--- src/rtl/spi_sclk_engine_if.sv ---
// Handshake/bus bundle between an SPI controller and spi_sclk_engine.
// The CS-related signals exist only when SPI_CLK_CS_EN is defined.
interface spi_sclk_engine_if #(
   parameter int unsigned DIV_W = 16,
   parameter int unsigned LEN_W = 6
);
   logic             i_start;
   logic             i_cpol;
   logic             i_cpha;
   logic [DIV_W-1:0] i_divider;
   logic [LEN_W-1:0] i_len;
   logic             o_sclk;
   logic             o_busy;
   logic             o_launch;
   logic             o_sample;
   logic             o_first;
   logic             o_last;
   logic             o_done;
`ifdef SPI_CLK_CS_EN
   logic [3:0]       i_csdly;
   logic             o_cs_n;

   modport master (
      output i_start, i_cpol, i_cpha, i_divider, i_len, i_csdly,
      input  o_sclk, o_busy, o_launch, o_sample, o_first, o_last, o_done, o_cs_n
   );
   modport slave (
      input  i_start, i_cpol, i_cpha, i_divider, i_len, i_csdly,
      output o_sclk, o_busy, o_launch, o_sample, o_first, o_last, o_done, o_cs_n
   );
`else
   modport master (
      output i_start, i_cpol, i_cpha, i_divider, i_len,
      input  o_sclk, o_busy, o_launch, o_sample, o_first, o_last, o_done
   );
   modport slave (
      input  i_start, i_cpol, i_cpha, i_divider, i_len,
      output o_sclk, o_busy, o_launch, o_sample, o_first, o_last, o_done
   );
`endif
endinterface

--- src/rtl/spi_sclk_engine.sv ---
// SPI serial-clock engine: SCLK for all CPOL/CPHA modes, launch/sample strobes, start/busy/done.
// Define SPI_CLK_CS_EN to add chip select with programmable setup/hold (i_csdly half-periods).
module spi_sclk_engine #(
   parameter int unsigned DIV_W = 16,
   parameter int unsigned LEN_W = 6
) (
   input logic           i_clk,
   input logic           i_rst_n,
   spi_sclk_engine_if.slave bus
);
   localparam int unsigned KW = LEN_W + 1;

   typedef enum logic [1:0] {StIdle, StSetup, StRun, StHold} state_e;

   state_e           state_q, state_d;
   logic             cpha_q, cpha_d;
   logic [DIV_W-1:0] div_q, div_d;
   logic [DIV_W-1:0] cnt_q, cnt_d;
   logic [LEN_W-1:0] len_q, len_d;
   logic [KW-1:0]    k_q, k_d;
   logic [3:0]       hp_q, hp_d;
   logic             sclk_q, sclk_d;
   logic             busy_q, busy_d;
   logic             launch_q, launch_d;
   logic             sample_q, sample_d;
   logic             first_q, first_d;
   logic             last_q, last_d;
   logic             done_q, done_d;
   logic [3:0]       guard_hp;

`ifdef SPI_CLK_CS_EN
   logic [3:0]       csdly_q, csdly_d;
   logic             cs_n_q, cs_n_d;
   assign guard_hp = csdly_q;
`else
   assign guard_hp = 4'd0;
`endif

   logic          wrap;
   logic          fire;
   logic [KW-1:0] k_last;
   logic          e_launch, e_sample, e_first, e_last;

   assign wrap   = (cnt_q == div_q);
   assign k_last = {len_q, 1'b1};
   // An SCLK edge fires on the final wrap of setup and on every wrap in run.
   assign fire   = wrap && (((state_q == StSetup) && (hp_q == guard_hp)) || (state_q == StRun));

   always_comb begin
      e_launch = 1'b0;
      e_sample = 1'b0;
      e_first  = 1'b0;
      e_last   = 1'b0;
      if (cpha_q) begin
         e_launch = ~k_q[0];
         e_first  = (k_q == '0);
         e_sample = k_q[0];
         e_last   = (k_q == k_last);
      end else begin
         e_sample = ~k_q[0];
         e_launch = k_q[0] && (k_q != k_last);
         e_last   = (k_q == {len_q, 1'b0});
      end
   end

   always_comb begin
      state_d  = state_q;
      cpha_d   = cpha_q;
      div_d    = div_q;
      len_d    = len_q;
      cnt_d    = cnt_q;
      k_d      = k_q;
      hp_d     = hp_q;
      sclk_d   = sclk_q;
      busy_d   = busy_q;
      launch_d = 1'b0;
      sample_d = 1'b0;
      first_d  = 1'b0;
      last_d   = 1'b0;
      done_d   = 1'b0;
`ifdef SPI_CLK_CS_EN
      csdly_d  = csdly_q;
      cs_n_d   = cs_n_q;
`endif

      if (state_q != StIdle) begin
         cnt_d = wrap ? '0 : cnt_q + 1'b1;
      end

      if (fire) begin
         sclk_d   = ~sclk_q;
         launch_d = e_launch;
         sample_d = e_sample;
         first_d  = e_launch && e_first;
         last_d   = e_sample && e_last;
         k_d      = k_q + 1'b1;
      end

      unique case (state_q)
         StIdle: begin
            // The SCLK register itself carries the latched CPOL through the transfer.
            sclk_d = bus.i_cpol;
            if (bus.i_start) begin
               cpha_d   = bus.i_cpha;
               div_d    = bus.i_divider;
               len_d    = bus.i_len;
               cnt_d    = '0;
               k_d      = '0;
               hp_d     = '0;
               busy_d   = 1'b1;
               launch_d = ~bus.i_cpha;
               first_d  = ~bus.i_cpha;
               state_d  = StSetup;
`ifdef SPI_CLK_CS_EN
               csdly_d  = bus.i_csdly;
               cs_n_d   = 1'b0;
`endif
            end
         end
         StSetup: begin
            if (fire) begin
               state_d = StRun;
            end else if (wrap) begin
               hp_d = hp_q + 1'b1;
            end
         end
         StRun: begin
            if (fire && (k_q == k_last)) begin
               hp_d    = '0;
               state_d = StHold;
            end
         end
         StHold: begin
            if (done_q) begin
               busy_d  = 1'b0;
               state_d = StIdle;
            end else if (wrap) begin
               if (hp_q == guard_hp) begin
                  done_d = 1'b1;
`ifdef SPI_CLK_CS_EN
                  cs_n_d = 1'b1;
`endif
               end else begin
                  hp_d = hp_q + 1'b1;
               end
            end
         end
         default: state_d = StIdle;
      endcase
   end

   always_ff @(posedge i_clk or negedge i_rst_n) begin
      if (!i_rst_n) begin
         state_q  <= StIdle;
         cpha_q   <= 1'b0;
         div_q    <= '0;
         len_q    <= '0;
         cnt_q    <= '0;
         k_q      <= '0;
         hp_q     <= '0;
         sclk_q   <= 1'b0;
         busy_q   <= 1'b0;
         launch_q <= 1'b0;
         sample_q <= 1'b0;
         first_q  <= 1'b0;
         last_q   <= 1'b0;
         done_q   <= 1'b0;
`ifdef SPI_CLK_CS_EN
         csdly_q  <= '0;
         cs_n_q   <= 1'b1;
`endif
      end else begin
         state_q  <= state_d;
         cpha_q   <= cpha_d;
         div_q    <= div_d;
         len_q    <= len_d;
         cnt_q    <= cnt_d;
         k_q      <= k_d;
         hp_q     <= hp_d;
         sclk_q   <= sclk_d;
         busy_q   <= busy_d;
         launch_q <= launch_d;
         sample_q <= sample_d;
         first_q  <= first_d;
         last_q   <= last_d;
         done_q   <= done_d;
`ifdef SPI_CLK_CS_EN
         csdly_q  <= csdly_d;
         cs_n_q   <= cs_n_d;
`endif
      end
   end

   assign bus.o_sclk   = sclk_q;
   assign bus.o_busy   = busy_q;
   assign bus.o_launch = launch_q;
   assign bus.o_sample = sample_q;
   assign bus.o_first  = first_q;
   assign bus.o_last   = last_q;
   assign bus.o_done   = done_q;
`ifdef SPI_CLK_CS_EN
   assign bus.o_cs_n   = cs_n_q;
`endif

endmodule
--- src/flat_wrapper.sv ---
// flat-port wrapper written by rule: the top's interface ports become plain ports
module spi_sclk_engine_flat 
#(
   parameter int unsigned DIV_W = 16,
   parameter int unsigned LEN_W = 6
)
  (i_clk, i_rst_n, bus_i_start, bus_i_cpol, bus_i_cpha, bus_i_divider, bus_i_len, bus_o_sclk, bus_o_busy, bus_o_launch, bus_o_sample, bus_o_first, bus_o_last, bus_o_done);
  spi_sclk_engine_if #(.DIV_W(DIV_W), .LEN_W(LEN_W)) bus_i ();
  input logic i_clk;
  input logic i_rst_n;
  input wire logic [$bits(bus_i.i_start)-1:0] bus_i_start;
  input wire logic [$bits(bus_i.i_cpol)-1:0] bus_i_cpol;
  input wire logic [$bits(bus_i.i_cpha)-1:0] bus_i_cpha;
  input wire logic [$bits(bus_i.i_divider)-1:0] bus_i_divider;
  input wire logic [$bits(bus_i.i_len)-1:0] bus_i_len;
  output wire logic [$bits(bus_i.o_sclk)-1:0] bus_o_sclk;
  output wire logic [$bits(bus_i.o_busy)-1:0] bus_o_busy;
  output wire logic [$bits(bus_i.o_launch)-1:0] bus_o_launch;
  output wire logic [$bits(bus_i.o_sample)-1:0] bus_o_sample;
  output wire logic [$bits(bus_i.o_first)-1:0] bus_o_first;
  output wire logic [$bits(bus_i.o_last)-1:0] bus_o_last;
  output wire logic [$bits(bus_i.o_done)-1:0] bus_o_done;
  assign bus_i.i_start = bus_i_start;
  assign bus_i.i_cpol = bus_i_cpol;
  assign bus_i.i_cpha = bus_i_cpha;
  assign bus_i.i_divider = bus_i_divider;
  assign bus_i.i_len = bus_i_len;
  assign bus_o_sclk = bus_i.o_sclk;
  assign bus_o_busy = bus_i.o_busy;
  assign bus_o_launch = bus_i.o_launch;
  assign bus_o_sample = bus_i.o_sample;
  assign bus_o_first = bus_i.o_first;
  assign bus_o_last = bus_i.o_last;
  assign bus_o_done = bus_i.o_done;
  spi_sclk_engine #(.DIV_W(DIV_W), .LEN_W(LEN_W)) u_core (.i_clk(i_clk), .i_rst_n(i_rst_n), .bus(bus_i));
endmodule
--- config.mk ---
export PLATFORM = sky130hd
export DESIGN_NAME = spi_sclk_engine_flat
export DESIGN_NICKNAME = d
export VERILOG_FILES = /design/src/rtl/spi_sclk_engine_if.sv /design/src/rtl/spi_sclk_engine.sv /design/src/flat_wrapper.sv
export SDC_FILE = /design/constraint.sdc
export NUM_CORES = 1
export LEC_CHECK = 0
export BUFFER_PORTS_ARGS = -buffer_cell sky130_fd_sc_hd__buf_4
export CORE_UTILIZATION = 40
export CTS_CLUSTER_DIAMETER = 100
export DETAILED_ROUTE_END_ITERATION = 16
export PLACE_DENSITY_LB_ADDON = 0.05
export SYNTH_ARGS = -nofsm -noshare
export SYNTH_HDL_FRONTEND = slang
export SYNTH_SLANG_ARGS = --single-unit
export TNS_END_PERCENT = 50
--- constraint.sdc ---
create_clock -name i_clk -period 3.2 [get_ports i_clk]
set_input_delay 0.48 -clock i_clk [delete_from_list [all_inputs] [get_ports i_clk]]
set_output_delay 0.48 -clock i_clk [all_outputs]
set_load 0.03 [all_outputs]
# ---- After elaboration in Yosys (flattened, before gate mapping)
# Cells that the tools add are included.
dict set report op_classes {
  reduce_logical 17
  n_bitwise 3
  addsub 3
  muxes 41
  n_eq_ne 16
}
# cell n
set op_table {}
lappend op_table {{16-bit two-way mux} 4}
lappend op_table {{4-bit two-way mux} 7}
lappend op_table {{7-bit two-way mux} 3}
lappend op_table {{1-bit two-way mux} 20}
lappend op_table {{16-bit by 1-bit adder with 16-bit output (second input constant)} 1}
lappend op_table {{16-bit == test} 1}
lappend op_table {{4-bit one-hot mux with 4 select lines} 1}
lappend op_table {{7-bit == test} 2}
lappend op_table {{2-bit != test (second input constant)} 5}
lappend op_table {{2-bit two-way mux} 4}
lappend op_table {{2-bit by 1-bit != test with 1-bit output (second input constant)} 4}
lappend op_table {{2-bit one-hot mux with 4 select lines} 1}
lappend op_table {{7-bit by 1-bit adder with 7-bit output (second input constant)} 1}
lappend op_table {{7-bit zero test} 1}
lappend op_table {{7-bit != test} 1}
lappend op_table {{7-bit AND reduction} 1}
lappend op_table {{1-bit logical AND} 6}
lappend op_table {{2-bit nonzero test} 3}
lappend op_table {{4-bit by 1-bit adder with 4-bit output (second input constant)} 1}
lappend op_table {{2-bit == test (second input constant)} 2}
lappend op_table {{4-bit zero test} 1}
lappend op_table {{4-bit AND reduction} 1}
lappend op_table {{1-bit inverter} 3}
lappend op_table {{3-bit AND reduction} 1}
lappend op_table {{5 further kinds} 5}
dict set report word_totals {
  word_cells 94
  register_bits 59
  inputBits 27
  out_inout_bits 7
}

# ---- Depth between registers and ports, before layout
# Gate-level depths: netlist of the first run.
dict set report depth {
  depth_word 7
  depth_mapped 8
}

# ---- Least setup slack after synthesis of the first run
# OpenSTA, ideal clock, no wires.
dict set report synth_timing {
  path_kind {register to register}
  from {reg u_core.cnt_q[8]}
  to {reg u_core.state_q[1]}
  path_slack_ns 0.908
  stages_incl_launch_ff 8
  t_arrival_ns 2.167
  n_path_buf 1
  cell_sequence {dfrtp_1 -> buf_6 -> xor2_2 -> nor4_4 -> nand4_2 -> o32a_1 -> a221o_1 -> mux2_4}
}
dict set report synth_between {
  elab_chain_len 5
}
# item line
set synth_rtl {}
lappend synth_rtl {{start, declared} spi_sclk_engine.sv:18} ;# logic [DIV_W-1:0] cnt_q, cnt_d;
lappend synth_rtl {{start signal, assigned} spi_sclk_engine.sv:177} ;# cnt_q <= cnt_d;
lappend synth_rtl {{16-bit == test *} spi_sclk_engine.sv:44} ;# assign wrap = (cnt_q == div_q);
lappend synth_rtl {{1-bit logical AND *} spi_sclk_engine.sv:47} ;# assign fire = wrap && (((state_q == StSetup) && (hp_q == guard_hp)) || (state_q == StRun));
lappend synth_rtl {{1-bit logical AND} spi_sclk_engine.sv:128} ;# if (fire && (k_q == k_last)) begin
lappend synth_rtl {{2-bit != test (no source line)} -}
lappend synth_rtl {{4-bit AND reduction (no source line) *} -}
lappend synth_rtl {{end signal, assigned} spi_sclk_engine.sv:154} ;# state_q <= StIdle;
lappend synth_rtl {{end signal, assigned} spi_sclk_engine.sv:173} ;# state_q <= state_d;
lappend synth_rtl {{end, declared} spi_sclk_engine.sv:15} ;# state_e state_q, state_d;
# Mark *: on every way between the ends. The rest lies on a longest branch, timed or not.
# A chain may end at the register's enable or synchronous reset.

# ---- Final worst setup path of the first run
# Same ends and word-level chain as after synthesis.

==> flow_metrics.env, run 1 <==
export IMPL_outcome="complete, no violations"
export IMPL_hold_class="input port to asynchronous set/reset pin"
export IMPL_antenna_found_initial=0
export IMPL_path_max_fanout=9
export IMPL_finalHoldViolCount=0
export IMPL_clock_insertion_delay_worst_skew_ns=0.33
export IMPL_timing_worst_setup_path_type="flip-flop to flip-flop"
export IMPL_avgSynthCellArea_um2=9.348
export IMPL_post_cts_buffers=0
export IMPL_synth_seq_area_share_pct=48.01
export IMPL_grt_first_pass_wirelength_um=11470
export IMPL_global_route_usage_total_pct=19.43
export IMPL_initial_cell_density_of_the_core_pct=41.95
export IMPL_overflow=0
export IMPL_post_route_worst_setup_slack_ns=0.7784
export IMPL_worst_ep_required_time_ns=3.41
export IMPL_worst_pin_slew_ns=0.9371
export IMPL_setup_worst_path_end_class="flip-flop"
export IMPL_dr_pass1_iters=4
export IMPL_cts_hold_buffers_added=0
export IMPL_ant_nets=0
export IMPL_slew_viol_final=0
export IMPL_worstPathArrival_ns=2.63
export IMPL_post_cts_resized=0
export IMPL_max_vdd_ir_drop_uv=311.5
export IMPL_die_h_um=89.69
export IMPL_drt_total_wl_um=6914
export IMPL_detailroute_via_count=2373
export IMPL_area_growth_synth_to_final_pct=18.35
export IMPL_cts_max_path_buffers=2
export IMPL_dp_hpwl_um=4767
export IMPL_residual_drc=0
export IMPL_final_net_count=400
export IMPL_total_leakage_power_nw=1.751
export IMPL_yosysMostFrequentCell="nand2_1"
export IMPL_tritoncts="done"
export IMPL_post_route_cells_drive_above_1_share_pct=16.85
export IMPL_synth_area_um2=3075
export IMPL_ioPinCount=34
export IMPL_syn_nets=366
export IMPL_cp_start_kind="flip-flop"
export IMPL_postSynthRegisterBits=59
export IMPL_timing_slew_headroom_pct=37.37
export IMPL_grt_start_max_net_pins=60
export IMPL_first_iter_violations=103
export IMPL_route_detailed_wl_per_inst_um=14.81
export IMPL_cts_root_buf="clkbuf_8"
export IMPL_gpl_final_weighted_congestion=0.7935
export IMPL_reg2reg_slack_ns=0.78
export IMPL_rsz0062_at_grt="false"
export IMPL_syn_inst=329
export IMPL_synth_ff_type="dfrtp_1"
export IMPL_synth_enable_flop_cells=0
export IMPL_power_per_cell_area_nw_per_um2=813.9
export IMPL_clock_sinks=59
export IMPL_synth_area_leader_cell="dfrtp_1"
export IMPL_cts_reportedPaths_clkPinSlew_ns=0.07
export IMPL_synth_top_cells_by_area="dfrtp_1 48%, nand2_1 10%, xor2_1 5.7%"
export IMPL_drt_vias_per_instance=5.081
export IMPL_htree_levels=3
export IMPL_skew_ns=0.01370
export IMPL_max_cap_violations=0
export IMPL_number_of_global_route_vias_before_repair=2250
export IMPL_post_layout_minimum_cycle_time_ns=2.422
export IMPL_yosys_top_cells_count="86 x nand2_1, 59 x dfrtp_1, 25 x o21ai_0, 20 x xor2_1, 15 x nor2_1"
export IMPL_asyncSetResetFlopFracSynth_pct=100.0
export IMPL_share_of_the_clock_period_used_by_the_worst_path_pct=75.67
export IMPL_finalSetupViolCount=0
export IMPL_setup_total_negative_slack_ns=0
export IMPL_synth_top_cell_area_share_pct=48.01
export IMPL_cts_buffers_inserted=9
export IMPL_fp_dieArea_um2=8043
export IMPL_dp_cells=451
export IMPL_post_synth_num_cell_types=47
export IMPL_yosysWarnings=0
export IMPL_fmax_ghz=0.4130
export IMPL_floorplan_die_width_um=89.69
export IMPL_worst_setup_timing_slack_at_the_placement_stage_ns=0.7782
export IMPL_number_of_rows_in_the_core_area=31
export IMPL_core_region_area_um2=7331
export IMPL_final_cell_count_no_fill=467
export IMPL_n_antenna_cell=0
export IMPL_place_port_buffers=33
export IMPL_utilization_pct=49.65
## layer usage
layer | up-vias | routed length (um) | global-route usage [%]
met1 | 1126 | 3653 | 29.81
li1 | 1198 | - | -
met4 | 0 | 106 | 7.359
met3 | 8 | 227 | 4.205
met2 | 41 | 2927 | 26.38
met5 | - | 0 | 0
## registers in the layout (all words and copies together), names as in the netlist
name,cells
u_core.bus.o_busy,1
u_core.bus.o_done,1
u_core.bus.o_first,1
u_core.bus.o_last,1
u_core.bus.o_launch,1
u_core.bus.o_sample,1
u_core.bus.o_sclk,1
u_core.cnt_q,16
u_core.cpha_q,1
u_core.div_q,16
u_core.hp_q,4
u_core.k_q,7
u_core.len_q,6
u_core.state_q,2
## cell usage in the layout (no fill, tap or decap), types with 2 or more instances in the layout
cell       synthesis  final
o22ai_1            2      2
a21oi_1            6      6
xnor2_1           11     11
o21ai_0           25     25
nor2b_1            2      2
inv_1              8      8
ha_1              10     10
dfrtp_1           59     59
o31ai_1            6      6
nand2b_1           3      3
o31a_1             2      2
nor4_1             5      5
nor4_2             3      3
nor3b_1            2      2
nand2_1           86     86
nor2_1            15     15
xor2_1            20     20
and3_1             5      5
bufinv_16          0      2
buf_4              0     36
nand3_1           12     12
and4_1             2      2
clkinv_2           0      3
or3_1              2      2
nand4_1            4      4
clkbuf_8           0     11
nor3_1             3      3
a31oi_1            2      2
mux2i_1            2      2
## kinds of logic after synthesis
family | after synthesis | synth area share [%]
simple gates | 152 | 23.96
flops | 59 | 48.01
compound gates | 51 | 10.29
xor+xnor | 32 | 9.357
buf+inv | 21 | 2.807
fa+ha+maj | 10 | 4.068
mux | 4 | 1.505
## layout make-up
type                    instances  area (um^2)
clock buffers                  11        151.4
clock inverters                 5        75.07
fillers                       709         3691
inverters                       8        30.03
multi-input cells             249         1513
flip-flops and latches         59         1476
well taps                      99        123.9
repair buffers                 36        270.3
## critical path: stages (launching register included)
cell and delay, ns:
dfrtp_1 0.49, xor2_2 0.20, nor4_4 0.32, nand4_2 0.20, o32a_1 0.47, a221o_1 0.33, mux2_4 0.30
## final timing paths
kind	start	cells after the start	to
worst max register to register	u_core.cnt_q[8]$_DFF_PN0_	6	u_core.state_q[1]$_DFFE_PN0P_
worst min register to register	u_core.len_q[0]$_DFFE_PN0P_	2	u_core.len_q[0]$_DFFE_PN0P_
worst max-delay path	u_core.cnt_q[8]$_DFF_PN0_	6	u_core.state_q[1]$_DFFE_PN0P_
worst min-delay path	i_rst_n	1	u_core.bus.o_sclk$_DFFE_PN0P_
min in group i_clk	bus_i_divider[4]	3	u_core.div_q[4]$_DFFE_PN0P_
max in group asynchronous	i_rst_n	1	u_core.div_q[9]$_DFFE_PN0P_
## per-stage QoR
step	hold slack (ns)	power (W)	instance area [um^2]
after floorplan	0.1844	0.001917	3075
after global placement	0.4816	0.002197	3413
after detailed placement	0.4844	0.002215	3413
after CTS	0.2484	0.002997	3640
after global routing	0.2775	0.003185	3640
final	0.2314	0.002962	3640
## power breakdown
group / switching, W / internal (W) / total (W)
combinational: 0.000619 / 0.000430 / 0.00105
sequential: 0.000191 / 0.000953 / 0.00114
clock: 0.000293 / 0.000477 / 0.000770
Power figures use the tool's default switching activity.
==> inputs of run 2 (changes only) <==
==> constraint.sdc (replaced) <==
create_clock -name i_clk -period 2.3 [get_ports i_clk]
set_input_delay 0.345 -clock i_clk [delete_from_list [all_inputs] [get_ports i_clk]]
set_output_delay 0.345 -clock i_clk [all_outputs]
set_load 0.03 [all_outputs]
==> run 2 against run 1 <==
Net effect:
- sequential share of layout area is 3.2 points lower
- utilization up 4.3 points
- critical path depth stayed put
- fmax is 5.7% higher
- critical path type unchanged
- highest routed layer unchanged
- total power up 57%
- routed wire length grew 4.6%
- via count is 4.9% higher
- setup slack lost 0.77 ns
- clock power up 58%
- global-route usage grew 0.49 points
- die area did not move
==> flow_metrics.env, run 2 (synthesized netlist as in run 1, its figures left out) <==
export IMPL_comb_power_share_pct=39.7
export IMPL_power_per_cell_area_nw_per_um2=1175
export IMPL_post_route_cells_drive_above_1_share_pct=24.00
export IMPL_fmax_ghz=0.4364
export IMPL_share_of_the_clock_period_used_by_the_worst_path_pct=99.62
export IMPL_worst_pin_slew_ns=0.7642
export IMPL_timing_slew_headroom_pct=49.05
export IMPL_cts_buffers_inserted=9
export IMPL_netSwitchingFraction_pct=35.72
export IMPL_residual_drc=0
export IMPL_final_net_count=432
export IMPL_path_max_fanout=5
export IMPL_worst_slack_on_hold_paths_ns=0.07082
export IMPL_storage_cell_area_um2=1478
export IMPL_hold_class="input port to asynchronous set/reset pin"
export IMPL_finalSetupViolCount=0
export IMPL_skew_ns=0.008584
export IMPL_first_iter_violations=142
export IMPL_final_common_cell="nand2_1"
export IMPL_finalHoldViolCount=0
export IMPL_ioPinCount=34
export IMPL_drt_total_wl_um=7235
export IMPL_cts_reportedPaths_clkPinSlew_ns=0.07
export IMPL_dp_hpwl_um=4837
export IMPL_route_detailed_wl_per_inst_um=14.50
export IMPL_setup_total_negative_slack_ns=0
export IMPL_floorplan_die_width_um=89.69
export IMPL_fp_dieArea_um2=8043
export IMPL_startpoint="u_core.div_q[2]$_DFFE_PN0P_"
export IMPL_max_cap_violations=0
export IMPL_global_route_usage_total_pct=19.91
export IMPL_post_layout_minimum_cycle_time_ns=2.291
export IMPL_top_regs="u_core.cnt_q: 16 flops, u_core.div_q: 16 flops, u_core.k_q: 7 flops"
export IMPL_rsz0062_at_grt="true"
export IMPL_totalPowerFinal_w=0.004645
export IMPL_htree_levels=3
export IMPL_clock_insertion_delay_worst_skew_ns=0.34
export IMPL_setup_worst_path_end_class="flip-flop"
export IMPL_dr_pass1_iters=4
export IMPL_detailroute_via_count=2490
export IMPL_cts_root_buf="clkbuf_8"
export IMPL_multi_input_area_um2=1546
export IMPL_outcome="complete, no violations"
export IMPL_worstPathArrival_ns=2.51
export IMPL_fillCellCount=688
export IMPL_reg2reg_from="u_core.div_q[2]$_DFFE_PN0P_"
export IMPL_core_region_area_um2=7331
export IMPL_tritoncts="done"
export IMPL_number_of_rows_in_the_core_area=31
export IMPL_clock_sinks=59
export IMPL_max_vdd_ir_drop_uv=397.1
export IMPL_drt_vias_per_instance=4.990
export IMPL_antenna_found_initial=0
export IMPL_timing_worst_setup_path_type="flip-flop to flip-flop"
export IMPL_layout_cells_most_common_list="86 x nand2_1, 67 x buf_4, 58 x dfrtp_1"
export IMPL_grt_first_pass_wirelength_um=11730
export IMPL_area_growth_synth_to_final_pct=28.52
export IMPL_pwr_share_clk_pct=26.3
export IMPL_gpl_final_weighted_congestion=0.7497
export IMPL_overflow=0
export IMPL_initial_cell_density_of_the_core_pct=41.95
export IMPL_ant_nets=0
export IMPL_place_port_buffers=33
export IMPL_reg2reg_slack_ns=0.009
export IMPL_power_switching_w=0.001659
export IMPL_cts_max_path_buffers=2
export IMPL_die_h_um=89.69
export IMPL_worst_ep_required_time_ns=2.52
export IMPL_grt_start_max_net_pins=60
export IMPL_total_leakage_power_nw=1.931
export IMPL_number_of_global_route_vias_before_repair=2311
export IMPL_cp_start_kind="flip-flop"
export IMPL_utilization_pct=53.92
export IMPL_n_antenna_cell=0
export IMPL_pwr_share_seq_pct=33.9
export IMPL_p_int_w=0.002986
export IMPL_slew_viol_final=0
[run 2: final cells by class]
class	instances	share of cell area (%)
multi-input cells	249	39.13
flip-flops and latches	59	37.39
repair buffers	68	13.01
clock buffers	12	4.179
well taps	99	3.134
clock inverters	4	2.406
inverters	8	0.7597
[run 2: worst max-delay path: stages (launching register included)]
cell     delay (ns)
dfrtp_1        0.42
xor2_2         0.21
nor4_4         0.36
nand4_4        0.16
o32a_1         0.39
a221o_1        0.33
mux2_4         0.31
[run 2: timing repair]
item,CTS,global route
hold buffers,0,0
pin swaps,3,5
setup endpoints to repair,3,5
setup buffers,2,3
resized for setup,1,5
[run 2: path summary, 6_finish.rpt]
path | depth (start not counted) | to
min | 1 | u_core.cnt_q[0]$_DFF_PN0_
min reg2reg | 2 | u_core.len_q[3]$_DFFE_PN0P_
min in group i_clk | 3 | u_core.len_q[5]$_DFFE_PN0P_
max in group asynchronous | 1 | u_core.cnt_q[2]$_DFF_PN0_
max | 6 | u_core.state_q[1]$_DFFE_PN0P_
max reg2reg | 6 | u_core.state_q[1]$_DFFE_PN0P_
[run 2: metrics by stage]
stage          std cells  worst slack (ns)  area (um^2)
2_1_floorplan        329          0.007967         3075
3_3_place_gp         478          -0.02677         3616
3_5_place_dp         478          -0.06173         3616
4_1_cts              496          0.005336         3900
5_1_grt              499          -0.09908         3953
6_report             499          0.008708         3953
[run 2: per-layer routing]
layer	track usage (%)	up-vias	share of wire, %
met3	4.662	11	3.4
li1	-	1255	-
met4	7.359	0	1.3
met5	0	-	0
met1	30.36	1176	52
met2	27.07	48	43
[run 2: power groups by stage]
stage	clock network (W)	logic, W	registers, W
after floorplan	0	0.00111	0.00156
after global placement	0	0.00168	0.00159
after detailed placement	0	0.00170	0.00159
after CTS	0.00126	0.00176	0.00157
after global routing	0.00131	0.00205	0.00161
final	0.00122	0.00185	0.00158
==> inputs of run 3 (changes only) <==
--- a/config.mk
+++ b/config.mk
@@ -10,6 +10,7 @@
 export CTS_CLUSTER_DIAMETER = 100
 export DETAILED_ROUTE_END_ITERATION = 16
 export PLACE_DENSITY_LB_ADDON = 0.05
+export REMOVE_ABC_BUFFERS = 1
 export SYNTH_ARGS = -nofsm -noshare
 export SYNTH_HDL_FRONTEND = slang
 export SYNTH_SLANG_ARGS = --single-unit
==> run 3 against run 2 <==
Net effect:
- the flow now finishes with violations (setup timing)
- fmax down 1.8%
- global-route usage is 0.18 points lower
- largest cell class unchanged
- sequential share of layout area up 0.087 points
- critical path type unchanged
- setup slack got worse by 0.041 ns
==> flow_metrics.env, run 3 (synthesized netlist as in run 1, its figures left out) <==
export IMPL_layout_cells_most_common_list="86 x nand2_1, 73 x buf_4, 59 x dfrtp_1"
export IMPL_area_growth_synth_to_final_pct=28.11
export IMPL_clock_sinks=59
export IMPL_global_route_peak_usage_layer="met2"
export IMPL_final_cell_count_no_fill=505
export IMPL_residual_drc=0
export IMPL_worst_ep_required_time_ns=2.52
export IMPL_clock_insertion_delay_worst_skew_ns=0.34
export IMPL_pwr_share_clk_pct=21.8
export IMPL_post_layout_minimum_cycle_time_ns=2.332
export IMPL_fp_dieArea_um2=8043
export IMPL_dp_hpwl_um=4705
export IMPL_first_iter_violations=106
export IMPL_number_of_rows_in_the_core_area=31
export IMPL_pwr_share_seq_pct=35.4
export IMPL_htree_levels=3
export IMPL_cts_buffers_inserted=9
export IMPL_totalPowerFinal_w=0.004353
export IMPL_power_per_cell_area_nw_per_um2=1105
export IMPL_cp_start_kind="flip-flop"
export IMPL_initial_cell_density_of_the_core_pct=41.95
export IMPL_max_cap_violations=0
export IMPL_max_vdd_ir_drop_uv=455.6
export IMPL_drt_vias_per_instance=5.020
export IMPL_finalSetupViolCount=2
export IMPL_drt_total_wl_um=6947
export IMPL_place_port_buffers=33
export IMPL_timing_slew_headroom_pct=50.05
export IMPL_post_route_worst_setup_slack_ns=-0.03217
export IMPL_worst_pin_slew_ns=0.7492
export IMPL_worstRegToRegCells=7
export IMPL_ioPinCount=34
export IMPL_finalHoldViolCount=0
export IMPL_globalRouteMet2Util_pct=29.68
export IMPL_cts_root_buf="clkbuf_8"
export IMPL_ant_nets=0
export IMPL_antenna_found_initial=0
export IMPL_setup_total_negative_slack_ns=-0.03235
export IMPL_top_regs="u_core.cnt_q: 16 flops, u_core.div_q: 16 flops, u_core.k_q: 7 flops"
export IMPL_rsz0062_at_grt="true"
export IMPL_overflow=0
export IMPL_p_int_w=0.002757
export IMPL_grtUsageMet3_pct=6.399
export IMPL_share_of_the_clock_period_used_by_the_worst_path_pct=101.4
export IMPL_die_h_um=89.69
export IMPL_global_route_usage_total_pct=19.74
export IMPL_global_route_usage_met1_pct=27.15
export IMPL_final_common_cell="nand2_1"
export IMPL_power_switching_w=0.001596
export IMPL_netSwitchingFraction_pct=36.66
export IMPL_route_detailed_wl_per_inst_um=13.76
export IMPL_comb_power_share_pct=42.7
export IMPL_fmax_ghz=0.4288
export IMPL_dp_cells=485
export IMPL_tritoncts="done"
export IMPL_slew_viol_final=0
export IMPL_grt_start_max_net_pins=60
export IMPL_grt_first_pass_wirelength_um=11670
export IMPL_detailroute_via_count=2535
export IMPL_floorplan_die_width_um=89.69
export IMPL_cts_max_path_buffers=2
export IMPL_final_net_count=439
export IMPL_timing_worst_setup_path_type="flip-flop to flip-flop"
export IMPL_worst_setup_timing_slack_at_the_placement_stage_ns=-0.01819
export IMPL_core_region_area_um2=7331
export IMPL_cts_reportedPaths_clkPinSlew_ns=0.07
export IMPL_skew_ns=0.01029
export IMPL_post_route_cells_drive_above_1_share_pct=25.37
export IMPL_hold_class="input port to asynchronous set/reset pin"
export IMPL_path_max_fanout=4
export IMPL_violations="setup timing"
export IMPL_dr_pass1_iters=4
export IMPL_number_of_global_route_vias_before_repair=2414
export IMPL_outcome="complete, but fails checks"
export IMPL_total_leakage_power_nw=1.937
export IMPL_setup_worst_path_end_class="flip-flop"
export IMPL_n_antenna_cell=0
export IMPL_gpl_final_weighted_congestion=0.7330
export IMPL_worstPathArrival_ns=2.55
-- run 3: cell types whose count changed in the layout (fill, tap and decap cells not counted), moves of 2 or more --
cell       delta
buf_4         +6
bufinv_16     -2
clkbuf_1      +2
nor4_2        +3
nor4_4        -2
-- run 3: power by group through the flow --
stage,combinational [W],sequential [W],clock [W]
CTS,0.00180,0.00154,0.000982
detailed placement,0.00177,0.00156,0
global placement,0.00175,0.00155,0
global route,0.00209,0.00159,0.00103
finish,0.00186,0.00154,0.000951
floorplan,0.00108,0.00156,0
-- run 3: stage by stage --
stage	hold slack (ns)	util [%]	area, um^2
detailed placement	0.4702	50.21	3681
global placement	0.4748	50.21	3681
finish	0.07451	53.75	3940
global route	0.1244	53.75	3940
floorplan	0.04941	-	3019
CTS	0.09288	53.22	3901
-- run 3: cell type report --
class	count	area (um^2)
Fill cell	693	3391
Multi-Input combinational cell	249	1536
Sequential cell	59	1476
Timing Repair Buffer	75	579.3
Clock buffer	13	158.9
Tap cell	99	123.9
Clock inverter	2	35.03
Inverter	8	30.03
-- run 3: repair_timing --
item	4_1_cts	5_1_grt
gates resized for setup	1	5
hold buffers	0	0
hold endpoints to repair	0	0
setup endpoints to repair	4	8
buffers inserted	3	2
pin swaps	4	4
-- run 3: per-layer routing --
metal  vias to the layer above  wire, um
li1                       1274         -
met2                        47      3207
met5                         -         0
met4                         0        73
met1                      1206      3407
met3                         8       258
-- run 3: worst paths after layout --
path,start,end,slack [ns]
min in group i_clk,bus_i_divider[0],u_core.div_q[0]$_DFFE_PN0P_,0.19
hold / removal,i_rst_n,u_core.bus.o_sample$_DFF_PN0_,0.07
setup reg to reg,u_core.div_q[2]$_DFFE_PN0P_,u_core.hp_q[0]$_DFFE_PN0P_,-0.03
max in group asynchronous,i_rst_n,u_core.cnt_q[11]$_DFF_PN0_,1.73
hold reg to reg,u_core.div_q[9]$_DFFE_PN0P_,u_core.div_q[9]$_DFFE_PN0P_,0.50
setup / recovery,u_core.div_q[2]$_DFFE_PN0P_,u_core.hp_q[0]$_DFFE_PN0P_,-0.03
-- run 3: critical path, cell delays in order (launching register included) --
cell	delay [ns]
dfrtp_1	0.39
xor2_1	0.19
nor4_2	0.38
nand4_2	0.20
buf_6	0.17
o31a_1	0.30
nor3_2	0.25
mux2_4	0.32
